===== src/rtl/uart_tx_io_if.sv =====
// Memory-mapped IO bus between the core's memory stage and the UART transmitter.
interface uart_tx_io_if;
    logic [31:0] IO_mem_addr;
    logic [31:0] IO_mem_wdata;
    logic        IO_mem_wr;
    logic [31:0] IO_mem_rdata;

    modport master (
        output IO_mem_addr,
        output IO_mem_wdata,
        output IO_mem_wr,
        input  IO_mem_rdata
    );

    modport slave (
        input  IO_mem_addr,
        input  IO_mem_wdata,
        input  IO_mem_wr,
        output IO_mem_rdata
    );
endinterface


===== src/rtl/uart_tx_io.sv =====
// 8N1 UART transmitter behind a small write FIFO, with data/status and
// overflow-clear registers on the IO bus.
module uart_tx_io #(
    parameter int unsigned DIV   = 234,
    parameter int unsigned DEPTH = 16
) (
    input  logic         clk,
    input  logic         resetn,
    uart_tx_io_if.slave  io,
    output logic         tx
);
    localparam int unsigned   AW        = $clog2(DEPTH);
    localparam int unsigned   CW        = AW + 1;
    localparam logic [15:0]   BAUD_LAST = 16'(DIV - 1);
    localparam logic [CW-1:0] CNT_FULL  = CW'(DEPTH);
    localparam logic [CW-1:0] CNT_ZERO  = {CW{1'b0}};

    typedef enum logic [1:0] {
        IDLE  = 2'd0,
        START = 2'd1,
        DATA  = 2'd2,
        STOP  = 2'd3
    } state_t;

    state_t        state_q,  state_d;
    logic [15:0]   baud_q,   baud_d;
    logic [2:0]    bit_q,    bit_d;
    logic [7:0]    shift_q,  shift_d;
    logic          tx_q,     tx_d;
    logic [AW-1:0] wr_ptr_q, wr_ptr_d;
    logic [AW-1:0] rd_ptr_q, rd_ptr_d;
    logic [CW-1:0] count_q,  count_d;
    logic          ovf_q,    ovf_d;
    logic [7:0]    mem [DEPTH];

    logic sel_data_s;
    logic sel_ctrl_s;
    logic wr_data_s;
    logic full_s;
    logic busy_s;
    logic push_s;
    logic pop_s;
    logic baud_end_s;
    logic unused_s;

    assign sel_data_s = io.IO_mem_addr[3];
    assign sel_ctrl_s = io.IO_mem_addr[4] & ~io.IO_mem_addr[3];
    assign wr_data_s  = io.IO_mem_wr & sel_data_s;
    assign full_s     = (count_q == CNT_FULL);
    assign busy_s     = (state_q != IDLE) | (count_q != CNT_ZERO);
    // Acceptance is judged on the start-of-cycle count, so a same-cycle pop never rescues a write.
    assign push_s     = wr_data_s & ~full_s;
    assign baud_end_s = (baud_q == BAUD_LAST);
    assign unused_s   = ^{io.IO_mem_addr[31:5], io.IO_mem_addr[2:0], io.IO_mem_wdata[31:8]};
    assign tx         = tx_q;

    // Serial framing FSM: next state, baud/bit counters, shift register and line level.
    always_comb begin
        state_d = state_q;
        baud_d  = baud_q;
        bit_d   = bit_q;
        shift_d = shift_q;
        pop_s   = 1'b0;
        case (state_q)
            IDLE: begin
                baud_d = 16'd0;
                bit_d  = 3'd0;
                if (count_q != CNT_ZERO) begin
                    pop_s   = 1'b1;
                    shift_d = mem[rd_ptr_q];
                    state_d = START;
                end else begin
                    state_d = IDLE;
                end
            end
            START: begin
                if (baud_end_s) begin
                    baud_d  = 16'd0;
                    bit_d   = 3'd0;
                    state_d = DATA;
                end else begin
                    baud_d = baud_q + 16'd1;
                end
            end
            DATA: begin
                if (baud_end_s) begin
                    baud_d  = 16'd0;
                    shift_d = {1'b0, shift_q[7:1]};
                    if (bit_q == 3'd7) begin
                        bit_d   = 3'd0;
                        state_d = STOP;
                    end else begin
                        bit_d = bit_q + 3'd1;
                    end
                end else begin
                    baud_d = baud_q + 16'd1;
                end
            end
            STOP: begin
                if (baud_end_s) begin
                    baud_d = 16'd0;
                    if (count_q != CNT_ZERO) begin
                        pop_s   = 1'b1;
                        shift_d = mem[rd_ptr_q];
                        state_d = START;
                    end else begin
                        state_d = IDLE;
                    end
                end else begin
                    baud_d = baud_q + 16'd1;
                end
            end
            default: begin
                baud_d  = 16'd0;
                bit_d   = 3'd0;
                state_d = IDLE;
            end
        endcase

        case (state_d)
            START:   tx_d = 1'b0;
            DATA:    tx_d = shift_d[0];
            default: tx_d = 1'b1;
        endcase
    end

    // FIFO bookkeeping and sticky overflow flag.
    always_comb begin
        if (push_s) begin
            wr_ptr_d = wr_ptr_q + AW'(1);
        end else begin
            wr_ptr_d = wr_ptr_q;
        end
        if (pop_s) begin
            rd_ptr_d = rd_ptr_q + AW'(1);
        end else begin
            rd_ptr_d = rd_ptr_q;
        end
        case ({push_s, pop_s})
            2'b10:   count_d = count_q + CW'(1);
            2'b01:   count_d = count_q - CW'(1);
            default: count_d = count_q;
        endcase
        if (wr_data_s && full_s) begin
            ovf_d = 1'b1;
        end else if (io.IO_mem_wr && sel_ctrl_s) begin
            ovf_d = 1'b0;
        end else begin
            ovf_d = ovf_q;
        end
    end

    // Status read mux.
    always_comb begin
        if (sel_data_s) begin
            io.IO_mem_rdata = {23'd0, 6'(count_q), ovf_q, busy_s, full_s};
        end else begin
            io.IO_mem_rdata = 32'd0;
        end
    end

    // Control and datapath state registers.
    always_ff @(posedge clk or negedge resetn) begin
        if (!resetn) begin
            state_q  <= IDLE;
            baud_q   <= 16'd0;
            bit_q    <= 3'd0;
            shift_q  <= 8'd0;
            tx_q     <= 1'b1;
            wr_ptr_q <= {AW{1'b0}};
            rd_ptr_q <= {AW{1'b0}};
            count_q  <= CNT_ZERO;
            ovf_q    <= 1'b0;
        end else begin
            state_q  <= state_d;
            baud_q   <= baud_d;
            bit_q    <= bit_d;
            shift_q  <= shift_d;
            tx_q     <= tx_d;
            wr_ptr_q <= wr_ptr_d;
            rd_ptr_q <= rd_ptr_d;
            count_q  <= count_d;
            ovf_q    <= ovf_d;
        end
    end

    // FIFO storage carries no reset; the pointers alone define its contents.
    always_ff @(posedge clk) begin
        if (push_s) begin
            mem[wr_ptr_q] <= io.IO_mem_wdata[7:0];
        end
    end
endmodule


===== src/flat_wrapper.sv =====
// flat-port wrapper written by rule: the top's interface ports become plain ports
module uart_tx_io_flat 
#(
    parameter int unsigned DIV   = 234,
    parameter int unsigned DEPTH = 16
)
  (clk, resetn, tx, io_IO_mem_addr, io_IO_mem_wdata, io_IO_mem_wr, io_IO_mem_rdata);
  uart_tx_io_if io_i ();
  input  logic clk;
  input  logic resetn;
  output logic tx;
  input wire logic [$bits(io_i.IO_mem_addr)-1:0] io_IO_mem_addr;
  input wire logic [$bits(io_i.IO_mem_wdata)-1:0] io_IO_mem_wdata;
  input wire logic [$bits(io_i.IO_mem_wr)-1:0] io_IO_mem_wr;
  output wire logic [$bits(io_i.IO_mem_rdata)-1:0] io_IO_mem_rdata;
  assign io_i.IO_mem_addr = io_IO_mem_addr;
  assign io_i.IO_mem_wdata = io_IO_mem_wdata;
  assign io_i.IO_mem_wr = io_IO_mem_wr;
  assign io_IO_mem_rdata = io_i.IO_mem_rdata;
  uart_tx_io #(.DIV(DIV), .DEPTH(DEPTH)) u_core (.clk(clk), .resetn(resetn), .io(io_i), .tx(tx));
endmodule

===== config.mk =====
export PLATFORM = sky130hd
export DESIGN_NAME = uart_tx_io_flat
export DESIGN_NICKNAME = d
export VERILOG_FILES = /design/src/rtl/uart_tx_io_if.sv /design/src/rtl/uart_tx_io.sv /design/src/flat_wrapper.sv
export SDC_FILE = /design/constraint.sdc
export NUM_CORES = 1
export LEC_CHECK = 0
export ABC_CLOCK_PERIOD_IN_PS = 3650
export CORE_MARGIN = 4
export CORE_UTILIZATION = 40
export CTS_CLUSTER_SIZE = 40
export DETAILED_ROUTE_END_ITERATION = 10
export DONT_BUFFER_PORTS = 1
export SLEW_MARGIN = 40
export SYNTH_ARGS = -nofsm -noshare
export SYNTH_HDL_FRONTEND = slang
export SYNTH_SLANG_ARGS = --single-unit

===== constraint.sdc =====
create_clock -name clk -period 3.65 [get_ports clk]
set_input_delay 0.365 -clock clk [delete_from_list [all_inputs] [get_ports clk]]
set_output_delay 0.365 -clock clk [all_outputs]
set_load 0.005 [all_outputs]

== Word level (Yosys, flattened, before mapping) ==
Memory sizes are Yosys's and may differ from the RTL's.
Index checks and enable logic that the tools add are counted.
W data, S select, Z words.

* Bits in registers: 44
* Latch bits: 0
* Memory bits (writable): 128
* ROM bits: 0
* Bits of input ports: 67
* Logic and storage cells: 74
* Memories: 1

{| class="wikitable"
|+ Memories
! name !! words !! width !! read ports !! clocked after memory_dff !! write ports !! RTL line !! source
|-
| u_core.mem || 16 || 8 || 1 || 0 || 1 || uart_tx_io.sv:34 || <nowiki>logic [7:0] mem [DEPTH];</nowiki>
|}

* $add $sub $neg: 6
* Multipliers: 0
* Divide/modulo/power cells: 0
* $lt $le $gt $ge: 0
* Equal/unequal tests: 13
* Shift operators: 0
* Multiplexer cells: 26
* Bitwise operators: 6
* Reductions and logical operators: 12

{| class="wikitable"
|+ Operators with widths
! operator !! count
|-
| $mux W8 || 4
|-
| $pmux W16 S2 || 1
|-
| $pmux W8 S3 || 1
|-
| $add A16 B1 Y16 const B || 1
|-
| $eq A16 B8 Y1 const B || 1
|-
| $mux W16 || 1
|-
| $pmux W5 S2 || 1
|-
| $mux W3 || 3
|-
| $pmux W3 S3 || 1
|-
| $add A4 B1 Y4 const B || 2
|-
| $eq A2 B2 Y1 const B || 4
|-
| $mux W2 || 4
|-
| $pmux W2 S4 || 1
|-
| $mux W1 || 7
|-
| $eq A2 B1 Y1 const B || 3
|-
| $ne A2 B1 Y1 const B || 3
|-
| $reduce_and A3 Y1 || 2
|-
| $reduce_bool A2 Y1 || 3
|-
| $reduce_bool A3 Y1 || 2
|-
| $add A5 B1 Y5 const B || 1
|-
| $eq A5 B5 Y1 const B || 1
|-
| $reduce_bool A5 Y1 || 1
|-
| $sub A5 B1 Y5 const B || 1
|-
| $pmux W1 S2 || 2
|-
| other kinds (8) || 12
|}

== Longest topological paths before layout ==
* Depth after elaboration: 6
* Mapped depth: 14

== Worst setup path after synthesis ==
OpenSTA, ideal clock, no wires.

* Path kind: register to register
* Start point: register u_core.baud_q[1]
* End point: register u_core.count_q[4]
* Library setup time: 126 ps
* Arrival time: 2,640 ps
* Path slack: 884 ps
* Cell stages (with the launch flop): 15
* Period minus slack after synthesis: 2,766 ps
* Cell sequence: dfrtp_1 -> inv_1 -> ha_1 -> nor4bb_1 -> and4_1 -> buf_4 -> a21oi_2 -> nor3_4 -> ha_1 -> ha_1 -> a21o_1 -> a21oi_1 -> xor2_1 -> nor2_1 -> xor2_1

* Longest elaborated chain between the ends: 5
* Elaborated cells on any way between the ends: 7
* Those cells by class: eq/ne (3); mux (3); reduce/logical (1)

{| class="wikitable"
|+ RTL lines
! item !! RTL line !! source
|-
| start, declared || uart_tx_io.sv:26 || <nowiki>logic [15:0] baud_q, baud_d;</nowiki>
|-
| start signal, assigned || uart_tx_io.sv:176 || <nowiki>baud_q <= baud_d;</nowiki>
|-
| $eq A16 B8 Y1 * || uart_tx_io.sv:53 || <nowiki>assign baud_end_s = (baud_q == BAUD_LAST);</nowiki>
|-
| $mux W1 * || uart_tx_io.sv:100 || <nowiki>if (baud_end_s) begin</nowiki>
|-
| $pmux W1 S2 * || uart_tx_io.sv:64 || <nowiki>case (state_q)</nowiki>
|-
| named net u_core.pop_s || uart_tx_io.sv:42 || <nowiki>logic pop_s;</nowiki>
|-
| $eq A2 B1 Y1 / $eq A2 B2 Y1 (equally long branches) || uart_tx_io.sv:139 || <nowiki>case ({push_s, pop_s})</nowiki>
|-
| $pmux W5 S2 / $reduce_bool A2 Y1 (equally long branches) || -- ||
|-
| end signal, assigned || uart_tx_io.sv:182 || <nowiki>count_q <= count_d;</nowiki>
|-
| end, declared || uart_tx_io.sv:32 || <nowiki>logic [CW-1:0] count_q, count_d;</nowiki>
|}

The timed path passes the listed nets; every way through them passes the cells marked *.
A chain may end at the register's enable or synchronous reset.

== Worst setup path in the final report ==
Same ends and word-level chain as after synthesis.

==> results_dict.tcl <==
set metrics [dict create \
    outcome "complete, no violations" \
    r2r_cells 13 \
    synth_compound_area_share_pct 5.30 \
    drive_gt1_share_pct 15.7 \
    drtPass1Iterations 6 \
    antenna_found_initial 0 \
    clk_path_buf_depth 2 \
    via_count 4004 \
    fin_crit_ns 3.09 \
    p_comb_share_pct 26.6 \
    drc 0 \
    gp_congestion 0.769 \
    synth_commonest_cells "edfxtp_1 (128), dfrtp_1 (43), and2_1 (29)" \
    row_count 50 \
    ys_seq_area_share_pct 63.8 \
    hold_buffers 2 \
    synth_cell_type_count 57 \
    worstHoldPathType "in2reg" \
    yosysWarnings 0 \
    cts_max_level 4 \
    power_frac_seq_pct 44.5 \
    end_kind "flop" \
    num-fill-cells 1675 \
    grt_max_degree 45 \
    final-setup-viol-count 0 \
    synth_area_leaders "edfxtp_1 (50%), dfrtp_1 (14%), mux4_2 (8.1%)" \
    fin_skew_ns 0.0108 \
    slew_headroom_pct 45.1 \
    worstReg2RegStart "u_core.baud_q[1]$_DFF_PN0_" \
    slew_violations 0 \
    min_from "io_IO_mem_wdata[7]" \
    dp.final_hpwl_mm 9.32 \
    synth-async-reset-ratio_pct 25.6 \
    synth_top_family_by_area "multiplexers" \
    yosys.area_share.adder_pct 3.33 \
    fmax_mhz 324 \
    cts_root_buf "clkbuf_16" \
    cts_sinks 172 \
    io_pins 100 \
    worstMarginPinSlew_ns 0.823 \
    critPathLaunchType "flop" \
    required_ns 3.96 \
    r2r_slack_ns 0.56 \
    p_int_mw 4.00 \
    antenna_cells 0 \
    reg2reg_to "u_core.count_q[4]$_DFFE_PN0P_" \
    switchingPower_mw 1.90 \
    yosys.area_share.simple_pct 9.74 \
    synth_top_area_share_pct 49.6 \
    initial_utilization_pct 41.0 \
    vdd_drop_max_v 0.000364 \
    rsz0062_at_grt "false" \
    crit_fanout 7 \
    dieArea_mm2 0.0217 \
    clkPwrFrac_pct 28.9 \
    arrival_ns 3.40 \
    path_class "reg2reg" \
    clk_latency_ns 0.43 \
    die_y_um 147 \
    synth_flop_cell "edfxtp_1" \
    core-area_mm2 0.0189 \
    finalHoldViolCount 0 \
    viasPerCell 5.04 \
    min_path_cells 0 \
    area_growth_pct 9.82 \
    clk_pin_slew_ns 0.07 \
    power_density_mw_per_mm2 693 \
    cts_buffers 17 \
    cts_tree "done" \
    synthXorXnorAreaFrac_pct 2.60 \
    final.setup.tns_ns 0 \
    leakagePower_nw 3.05 \
    dieWidth_um 147 \
    port_buffers 0 \
    cts_resized 0 \
    synth_edf_count 128 \
    ys_ff_latch 172 \
    grt_pass1_vias 4157 \
    synthCells 517 \
    synth_mux_area_share_pct 10.8 \
    grt_pass1_wl_mm 22.9 \
    drtAntennaViolNets 0 \
    maxCapViolations 0 \
    totalWireLength_mm 14.1 \
    overflow 0 \
    postSynthAreaPerCell_um2 15.0 \
    yosysTopAreaCell "edfxtp_1" \
    synth.most_common_cell "edfxtp_1" \
    hold_end "u_core.mem[1][7]$_DFFE_PP_" \
    drt-wirelength-per-cell_um 17.8 \
    grtUsageTotal_pct 13.8 \
    post-route-period-util_pct 84.7 \
    post_cts_buffers 0 \
    layout.nets 610 \
    power.share.switching_pct 32.2 \
    hold_ws_ns 0.0295 \
    synthesis.area_mm2 0.00775 \
    drt_iter0_drc 256 \
]
[critical path: stages, from the launching register on]
cell and delay, ns:
dfrtp_1 0.42, inv_1 0.07, ha_1 0.14, nor4bb_1 0.20
and4_1 0.42, a21oi_2 0.14, nor3_4 0.22, ha_1 0.31
ha_1 0.31, a21o_1 0.20, a21oi_1 0.17, xor2_1 0.16
nor2_1 0.07, xor2_1 0.14
[worst max path at each step]
stage                                from                       endpoint  depth (start not counted)
6_report       u_core.baud_q[1]$_DFF_PN0_  u_core.count_q[4]$_DFFE_PN0P_                         13
5_1_grt        u_core.baud_q[1]$_DFF_PN0_  u_core.count_q[4]$_DFFE_PN0P_                         13
4_1_cts        u_core.baud_q[1]$_DFF_PN0_  u_core.count_q[4]$_DFFE_PN0P_                         13
3_5_place_dp   u_core.baud_q[1]$_DFF_PN0_  u_core.count_q[4]$_DFFE_PN0P_                         13
3_3_place_gp   u_core.baud_q[1]$_DFF_PN0_  u_core.count_q[4]$_DFFE_PN0P_                         13
2_1_floorplan  u_core.baud_q[1]$_DFF_PN0_  u_core.count_q[4]$_DFFE_PN0P_                         14
[power groups by stage]
stage,sequential (mW),clock (mW),combinational (mW)
after CTS,2.63,1.74,1.60
after detailed placement,2.67,0,1.58
final,2.63,1.70,1.57
after global routing,2.67,1.84,1.74
after floorplan,2.49,0,1.39
after global placement,2.65,0,1.54
[per-stage QoR]
step	area, um2	total power [mW]	util [%]	worst slack (ns)	std cells
2_1_floorplan	7840	3.88	-	0.884	540
3_3_place_gp	7920	4.19	41.9	0.527	762
3_5_place_dp	7920	4.25	41.9	0.549	762
4_1_cts	8510	5.97	45.0	0.533	795
5_1_grt	8510	6.25	45.0	0.287	795
6_report	8510	5.90	45.0	0.560	795
[sequential cells by signal, summed over array words and instances, names as in the netlist]
name and cells:
u_core.bit_q 3, u_core.baud_q 16, u_core.rd_ptr_q 4, u_core.wr_ptr_q 4, u_core.state_q 2, u_core.count_q 5
u_core.tx 1, u_core.ovf_q 1, u_core.mem 128, u_core.shift_q 8
[logic make-up after synthesis]
kind of cell,count (synthesis)
flip-flops,172
AND/OR/NAND/NOR,133
AO/OA/AOI/OAI,62
buffers and inverters,58
multiplexers,48
XOR/XNOR,23
adder cells (fa/ha/maj),20
other,1
[layout by cell type, fill, tap and decap left out, types with 3 or more instances in the layout]
cell type / netlist / final
a211oi_1: 8 / 8
a21oi_1: 13 / 13
a22o_1: 4 / 4
a32oi_1: 3 / 3
and2_1: 29 / 29
and3_1: 6 / 6
and4_1: 3 / 3
buf_4: 27 / 5
clkbuf_16: 0 / 17
conb_1: 1 / 24
dfrtp_1: 43 / 41
edfxtp_1: 128 / 128
ha_1: 19 / 19
inv_1: 15 / 15
inv_6: 0 / 6
mux2_2: 3 / 3
mux2i_1: 17 / 17
mux4_2: 28 / 28
nand2_1: 23 / 23
nand3_1: 15 / 15
nor2_1: 26 / 26
nor2b_1: 4 / 4
nor3_1: 4 / 4
o211ai_1: 6 / 6
o21ai_0: 17 / 17
xnor2_1: 9 / 9
xor2_1: 14 / 14
[final cells by class]
| type | instances | area [um2] | area share (%) |
|---|---|---|---|
| clock inverter | 14 | 131 | 1.54 |
| inverter | 15 | 56.3 | 0.662 |
| sequential | 172 | 4950 | 58.1 |
| tap | 260 | 325 | 3.82 |
| clock buffer | 17 | 425 | 5.00 |
| multi-input combinational | 310 | 2550 | 29.9 |
| timing repair buffer | 7 | 75.1 | 0.882 |
[layer usage]
metal | GRT usage (%) | vias up | wire length, um
li1 | - | 1910 | -
met1 | 17.9 | 2020 | 6290
met2 | 23.0 | 60 | 7180
met3 | 3.58 | 14 | 522
met4 | 3.73 | 0 | 136
met5 | 0 | - | 0
(Power assumes the default switching activity.)
